$ cat config.mk
export PLATFORM = sky130hd
export DESIGN_NAME = data_mem_arbiter_flat
export DESIGN_NICKNAME = d
export VERILOG_FILES = /design/src/rtl/data_mem_arbiter_if.sv /design/src/rtl/data_mem_arbiter.sv /design/src/flat_wrapper.sv
export SDC_FILE = /design/constraint.sdc
export NUM_CORES = 1
export LEC_CHECK = 0
export CAP_MARGIN = 5
export CORE_AREA = 4 4 86 88
export DETAILED_ROUTE_END_ITERATION = 7
export DIE_AREA = 0 0 90 92
export PLACE_DENSITY = 0.51
export SETUP_SLACK_MARGIN = 0.4
export SYNTH_ARGS = -nofsm -noshare
export SYNTH_HDL_FRONTEND = slang
export SYNTH_SLANG_ARGS = --single-unit
$ cat constraint.sdc
create_clock -name clk -period 1.85 [get_ports clk]
set_input_delay 0.37 -clock clk [delete_from_list [all_inputs] [get_ports clk]]
set_output_delay 0.37 -clock clk [all_outputs]
set_load 0.01 [all_outputs]
$ cat src/rtl/data_mem_arbiter_if.sv
// Requester-side bus of the data memory arbiter: request/command signals
// from a requester plus the grant/done/err/rdata response from the arbiter.
interface data_mem_arbiter_if #(
  parameter int ADDR_W = 8,
  parameter int DATA_W = 8
);
  logic              req;
  logic              we;
  logic [ADDR_W-1:0] addr;
  logic [DATA_W-1:0] wdata;
  logic              gnt;
  logic              done;
  logic              err;
  logic [DATA_W-1:0] rdata;

  modport master (
    output req, we, addr, wdata,
    input  gnt, done, err, rdata
  );

  modport slave (
    input  req, we, addr, wdata,
    output gnt, done, err, rdata
  );
endinterface

$ cat src/rtl/data_mem_arbiter.sv
// Two-port round-robin arbiter and access sequencer for the single-port
// 32x8 data memory. Requester 0 is the CPU load/store path, requester 1 the
// debug/loader port. One access completes every two cycles: an ACCESS cycle
// that drives the memory pins, followed by a done cycle that returns data.
module data_mem_arbiter #(
  parameter int ADDR_W = 8,
  parameter int DATA_W = 8,
  parameter int DEPTH  = 32
) (
  input  logic               clk,
  input  logic               reset,
  data_mem_arbiter_if.slave  r0,
  data_mem_arbiter_if.slave  r1,
  output logic               mem_read,
  output logic               mem_write,
  output logic [ADDR_W-1:0]  mem_address,
  output logic [DATA_W-1:0]  mem_write_data,
  input  logic [DATA_W-1:0]  mem_read_data
);

  typedef enum logic {IDLE, ACCESS} state_t;

  // One extra bit so the range check is on the full unsigned address.
  localparam logic [ADDR_W:0] DEPTH_EXT = (ADDR_W+1)'(DEPTH);

  state_t            state, next_state;
  logic              last_grant;
  logic              winner;
  logic              any_req;
  logic              lat_we;
  logic              lat_id;
  logic [ADDR_W-1:0] lat_addr;
  logic [DATA_W-1:0] lat_wdata;
  logic              in_range;
  logic              gnt0, gnt1;
  logic              done0, done1;
  logic              err0, err1;
  logic [DATA_W-1:0] rdata0, rdata1;

  assign in_range = ({1'b0, lat_addr} < DEPTH_EXT);

  // Winner selection, next state, and the ACCESS-cycle grant/memory strobes.
  always_comb begin
    next_state = state;
    any_req    = r0.req | r1.req;
    winner     = 1'b0;
    gnt0       = 1'b0;
    gnt1       = 1'b0;
    mem_read   = 1'b0;
    mem_write  = 1'b0;
    if (r0.req && r1.req) begin
      winner = ~last_grant;
    end else begin
      winner = r1.req;
    end
    case (state)
      IDLE: begin
        if (any_req) begin
          next_state = ACCESS;
        end
      end
      ACCESS: begin
        next_state = IDLE;
        gnt0       = ~lat_id;
        gnt1       = lat_id;
        mem_write  = in_range & lat_we;
        mem_read   = in_range & ~lat_we;
      end
      default: next_state = IDLE;
    endcase
  end

  // State register; reset aborts any access in flight.
  always_ff @(posedge clk or posedge reset) begin
    if (reset) begin
      state <= IDLE;
    end else begin
      state <= next_state;
    end
  end

  // Latch the winning command on arbitration and produce the done/err/rdata response.
  always_ff @(posedge clk or posedge reset) begin
    if (reset) begin
      last_grant <= 1'b1;
      lat_we     <= 1'b0;
      lat_id     <= 1'b0;
      lat_addr   <= '0;
      lat_wdata  <= '0;
      done0      <= 1'b0;
      done1      <= 1'b0;
      err0       <= 1'b0;
      err1       <= 1'b0;
      rdata0     <= '0;
      rdata1     <= '0;
    end else begin
      done0 <= 1'b0;
      done1 <= 1'b0;
      err0  <= 1'b0;
      err1  <= 1'b0;
      if (state == IDLE && any_req) begin
        last_grant <= winner;
        lat_id     <= winner;
        lat_we     <= winner ? r1.we    : r0.we;
        lat_addr   <= winner ? r1.addr  : r0.addr;
        lat_wdata  <= winner ? r1.wdata : r0.wdata;
      end
      if (state == ACCESS) begin
        if (lat_id) begin
          done1  <= 1'b1;
          err1   <= ~in_range;
          rdata1 <= (in_range && !lat_we) ? mem_read_data : '0;
        end else begin
          done0  <= 1'b1;
          err0   <= ~in_range;
          rdata0 <= (in_range && !lat_we) ? mem_read_data : '0;
        end
      end
    end
  end

  assign r0.gnt         = gnt0;
  assign r1.gnt         = gnt1;
  assign r0.done        = done0;
  assign r1.done        = done1;
  assign r0.err         = err0;
  assign r1.err         = err1;
  assign r0.rdata       = rdata0;
  assign r1.rdata       = rdata1;
  assign mem_address    = lat_addr;
  assign mem_write_data = lat_wdata;

endmodule

$ cat src/flat_wrapper.sv
// flat-port wrapper written by rule: the top's interface ports become plain ports
module data_mem_arbiter_flat 
#(
  parameter int ADDR_W = 8,
  parameter int DATA_W = 8,
  parameter int DEPTH  = 32
)
  (clk, reset, mem_read, mem_write, mem_address, mem_write_data, mem_read_data, r0_req, r0_we, r0_addr, r0_wdata, r0_gnt, r0_done, r0_err, r0_rdata, r1_req, r1_we, r1_addr, r1_wdata, r1_gnt, r1_done, r1_err, r1_rdata);
  data_mem_arbiter_if #(.ADDR_W(ADDR_W), .DATA_W(DATA_W)) r0_i ();
  data_mem_arbiter_if #(.ADDR_W(ADDR_W), .DATA_W(DATA_W)) r1_i ();
  input  logic clk;
  input  logic reset;
  output logic mem_read;
  output logic mem_write;
  output logic [ADDR_W-1:0] mem_address;
  output logic [DATA_W-1:0] mem_write_data;
  input  logic [DATA_W-1:0] mem_read_data;
  input wire logic [$bits(r0_i.req)-1:0] r0_req;
  input wire logic [$bits(r0_i.we)-1:0] r0_we;
  input wire logic [$bits(r0_i.addr)-1:0] r0_addr;
  input wire logic [$bits(r0_i.wdata)-1:0] r0_wdata;
  output wire logic [$bits(r0_i.gnt)-1:0] r0_gnt;
  output wire logic [$bits(r0_i.done)-1:0] r0_done;
  output wire logic [$bits(r0_i.err)-1:0] r0_err;
  output wire logic [$bits(r0_i.rdata)-1:0] r0_rdata;
  input wire logic [$bits(r1_i.req)-1:0] r1_req;
  input wire logic [$bits(r1_i.we)-1:0] r1_we;
  input wire logic [$bits(r1_i.addr)-1:0] r1_addr;
  input wire logic [$bits(r1_i.wdata)-1:0] r1_wdata;
  output wire logic [$bits(r1_i.gnt)-1:0] r1_gnt;
  output wire logic [$bits(r1_i.done)-1:0] r1_done;
  output wire logic [$bits(r1_i.err)-1:0] r1_err;
  output wire logic [$bits(r1_i.rdata)-1:0] r1_rdata;
  assign r0_i.req = r0_req;
  assign r0_i.we = r0_we;
  assign r0_i.addr = r0_addr;
  assign r0_i.wdata = r0_wdata;
  assign r0_gnt = r0_i.gnt;
  assign r0_done = r0_i.done;
  assign r0_err = r0_i.err;
  assign r0_rdata = r0_i.rdata;
  assign r1_i.req = r1_req;
  assign r1_i.we = r1_we;
  assign r1_i.addr = r1_addr;
  assign r1_i.wdata = r1_wdata;
  assign r1_gnt = r1_i.gnt;
  assign r1_done = r1_i.done;
  assign r1_err = r1_i.err;
  assign r1_rdata = r1_i.rdata;
  data_mem_arbiter #(.ADDR_W(ADDR_W), .DATA_W(DATA_W), .DEPTH(DEPTH)) u_core (.clk(clk), .reset(reset), .r0(r0_i), .r1(r1_i), .mem_read(mem_read), .mem_write(mem_write), .mem_address(mem_address), .mem_write_data(mem_write_data), .mem_read_data(mem_read_data));
endmodule
==> results of run 1 <==
-- synthesized netlist by cell type, types with 2 or more instances --
| cell | n | area, sq um |
|---|---|---|
| dfrtp_1 | 39 | 976 |
| nand2_1 | 36 | 135 |
| nor2_1 | 20 | 75.1 |
| a31oi_1 | 18 | 113 |
| a22o_1 | 16 | 140 |
| buf_2 | 5 | 25.0 |
| inv_1 | 5 | 18.8 |
| nor3_4 | 2 | 32.5 |
-- through the flow --
| step | instance area, sq um | instances |
|---|---|---|
| after floorplan | 1630 | 153 |
| after global placement | 2680 | 323 |
| after detailed placement | 2680 | 323 |
| after CTS | 2840 | 336 |
| after global routing | 2910 | 341 |
| final | 2910 | 341 |
-- how the worst max path moves through the flow --
stage | cells after the start | end | slack, ps | startpoint
2_1_floorplan | 2 | mem_read | 350 | u_core.mem_address[5]$_DFFE_PP0P_
3_3_place_gp | 3 | mem_read | -80 | u_core.mem_address[5]$_DFFE_PP0P_
3_5_place_dp | 3 | mem_read | -80 | u_core.mem_address[5]$_DFFE_PP0P_
4_1_cts | 3 | mem_read | 40 | u_core.mem_address[7]$_DFFE_PP0P_
5_1_grt | 3 | mem_read | 10 | u_core.mem_address[5]$_DFFE_PP0P_
6_report | 3 | mem_read | 60 | u_core.mem_address[5]$_DFFE_PP0P_
-- routing by layer --
metal / up-vias / global-route usage [%] / wire length, um
li1: 751 / - / -
met3: 2 / 4.76 / 407
met2: 54 / 17.8 / 2190
met5: - / 0 / 0
met4: 0 / 2.68 / 17
met1: 675 / 14.0 / 2040
-- area by class of cell --
class	instances	area (sq um)
fillers	666	3730
inverters	5	18.8
well taps	80	100
clock buffers	7	96.3
clock inverters	1	30.0
repair buffers	108	1060
multi-input cells	100	599
flip-flops and latches	40	1000
-- state kept, by name, indices dropped and copies added (netlist names) --
name,flops
u_core.mem_address,8
u_core.mem_write_data,8
u_core.r0.rdata,8
u_core.r1.rdata,8
u_core.last_grant,1
u_core.lat_id,1
u_core.lat_we,1
u_core.r0.done,1
u_core.r0.err,1
u_core.r1.done,1
u_core.r1.err,1
u_core.state,1
-- kinds of logic after synthesis --
kind of cell           Yosys count
AND/OR/NAND/NOR                 61
AO/OA/AOI/OAI                   39
flip-flops                      40
buffers and inverters           13
-- power by group --
part	total [mW]	internal, mW	leakage (nW)	switching (mW)
clock network	0.781	0.476	0.0645	0.304
registers	1.09	1.01	0.501	0.0772
logic	0.790	0.425	0.840	0.365
-- critical path: stages (launching register included) --
cell	delay [ps]
dfrtp_1	380
or4b_4	560
nor2_4	90
buf_6	100
-- timing repair --
| action | CTS | global route |
|---|---|---|
| buffers inserted | 5 | 4 |
| gates cloned | 0 | 1 |
| endpoints found under the setup margin | 56 | 38 |
| hold buffers | 0 | 0 |
| pin swaps | 5 | 9 |
| endpoints found under the hold margin | 0 | 0 |
| gates resized for setup | 64 | 11 |
-- layout by cell type (no fill, tap or decap), types with 2 or more instances in the layout --
cell type | synthesis | layout
clkdlybuf4s50_1 | 0 | 45
dfrtp_1 | 39 | 39
nand2_1 | 36 | 34
dlygate4sd2_1 | 0 | 33
nor2_1 | 20 | 19
a31oi_1 | 18 | 18
a22o_1 | 16 | 16
buf_4 | 1 | 14
clkbuf_8 | 0 | 7
buf_6 | 0 | 7
buf_12 | 0 | 5
inv_2 | 0 | 3
nor3_4 | 2 | 3
nand2_2 | 0 | 2
inv_1 | 5 | 2
clkbuf_2 | 0 | 2
==> results.json, run 1 <==
{
  "synth-edff-count": 0,
  "fmax_mhz": 559,
  "grt_pass1_vias": 1556,
  "synth_compound_area_share_pct": 18.2,
  "numCtsBuffers": 5,
  "synthAdderAreaFrac_pct": 0,
  "dieHeight_um": 92,
  "start_util_pct": 24.4,
  "track_usage_pct": 11.2,
  "whs_ps": 285,
  "worst_ep_required_time_ps": 1480,
  "clk_pin_slew_worst_paths_ps": 80,
  "worstReg2RegStart": "u_core.mem_address[5]$_DFFE_PP0P_",
  "post_synth_mux_area_share_pct": 0,
  "p_per_area_nw_per_um2": 913,
  "final_hold_viol_count": 0,
  "grt_max_degree": 37,
  "wire_per_inst_um": 13.7,
  "core_area_sq_um": 6640,
  "end_kind": "primary output",
  "syn_area_per_cell_sq_um": 10.6,
  "pin_count": 86,
  "period_needed_ps": 1790,
  "antenna_found_initial": 0,
  "fin_crit_sh_pct": 96.6,
  "firstDrtPassIters": 3,
  "gp_congestion": 0.699,
  "reg2reg_to": "u_core.r1.rdata[0]$_DFFE_PP0P_",
  "vdd_drop_max_mv": 0.354,
  "async_flop_share_pct": 100,
  "grt_pass1_wl_mm": 7.52,
  "die_w_um": 90,
  "synth_area_sq_um": 1620,
  "synthDistinctLibCells": 20,
  "synth_cells": 153,
  "synth_top_family_by_area": "compound AO/OA/AOI/OAI gates",
  "worstPathMaxFanout": 2,
  "ant_nets": 0,
  "worstHoldPathType": "input port to asynchronous set/reset pin",
  "fin_setup_tns_ps": 0,
  "criticalPathCategory": "flip-flop to primary output",
  "area_growth_pct": 79.2,
  "drt_iter0_markers": 68,
  "ys.flop_type": "dfrtp_1",
  "synth_xor_area_share_pct": 0,
  "setup_viol": 0,
  "cap_violations": 0,
  "clock-sinks": 40,
  "final_core_util_pct": 43.8,
  "regToRegSetupSlack_ps": 150,
  "fin_skew_ps": 7.16,
  "ys_warn_count": 0,
  "worstMarginPinSlew_ps": 246,
  "seq_area_frac_synth_pct": 61.7,
  "final_max_slew_viol_count": 0,
  "yosys.area_share.simple_pct": 16.5,
  "drc": 0,
  "io_buffers": 85,
  "layout-drive-gt1-share_pct": 19.9,
  "root_buffer": "clkbuf_8",
  "p_leak_nw": 1.40,
  "totalPowerFinal_mw": 2.66,
  "setup_ws_ps": 62.6,
  "gr-total-overflow": 0,
  "worst-r2r-cell-count": 6,
  "die_area_sq_um": 8280,
  "wl_mm": 4.66,
  "crit_arrival_ps": 1420,
  "clock_latency_ps": 280,
  "rsz0062_at_grt": "yes",
  "start_kind": "flip-flop",
  "layout.nets": 306,
  "syn-num-nets": 199,
  "fp-row-count": 30,
  "cts_tree": "yes",
  "synth-seq-cells": 40,
  "outcome": "complete, no violations",
  "clockBufferDepth": 2,
  "dr_total_vias": 1482,
  "relSlewSlack_pct": 83.6,
  "dp_worst_setup_slack_ps": -81.4,
  "diodes": 0,
  "h-tree-depth": 2,
  "dp_hpwl_mm": 3.24,
  "via_per_inst": 4.35
}
Power figures use the tool's default switching activity.
==> run 2, diff against run 1 <==
Settings changed: CTS_BUF_LIST from default to sky130_fd_sc_hd__clkbuf_8.
==> results of run 2 <==
No change in the layout: final DEF, timing and power equal those of run 1.
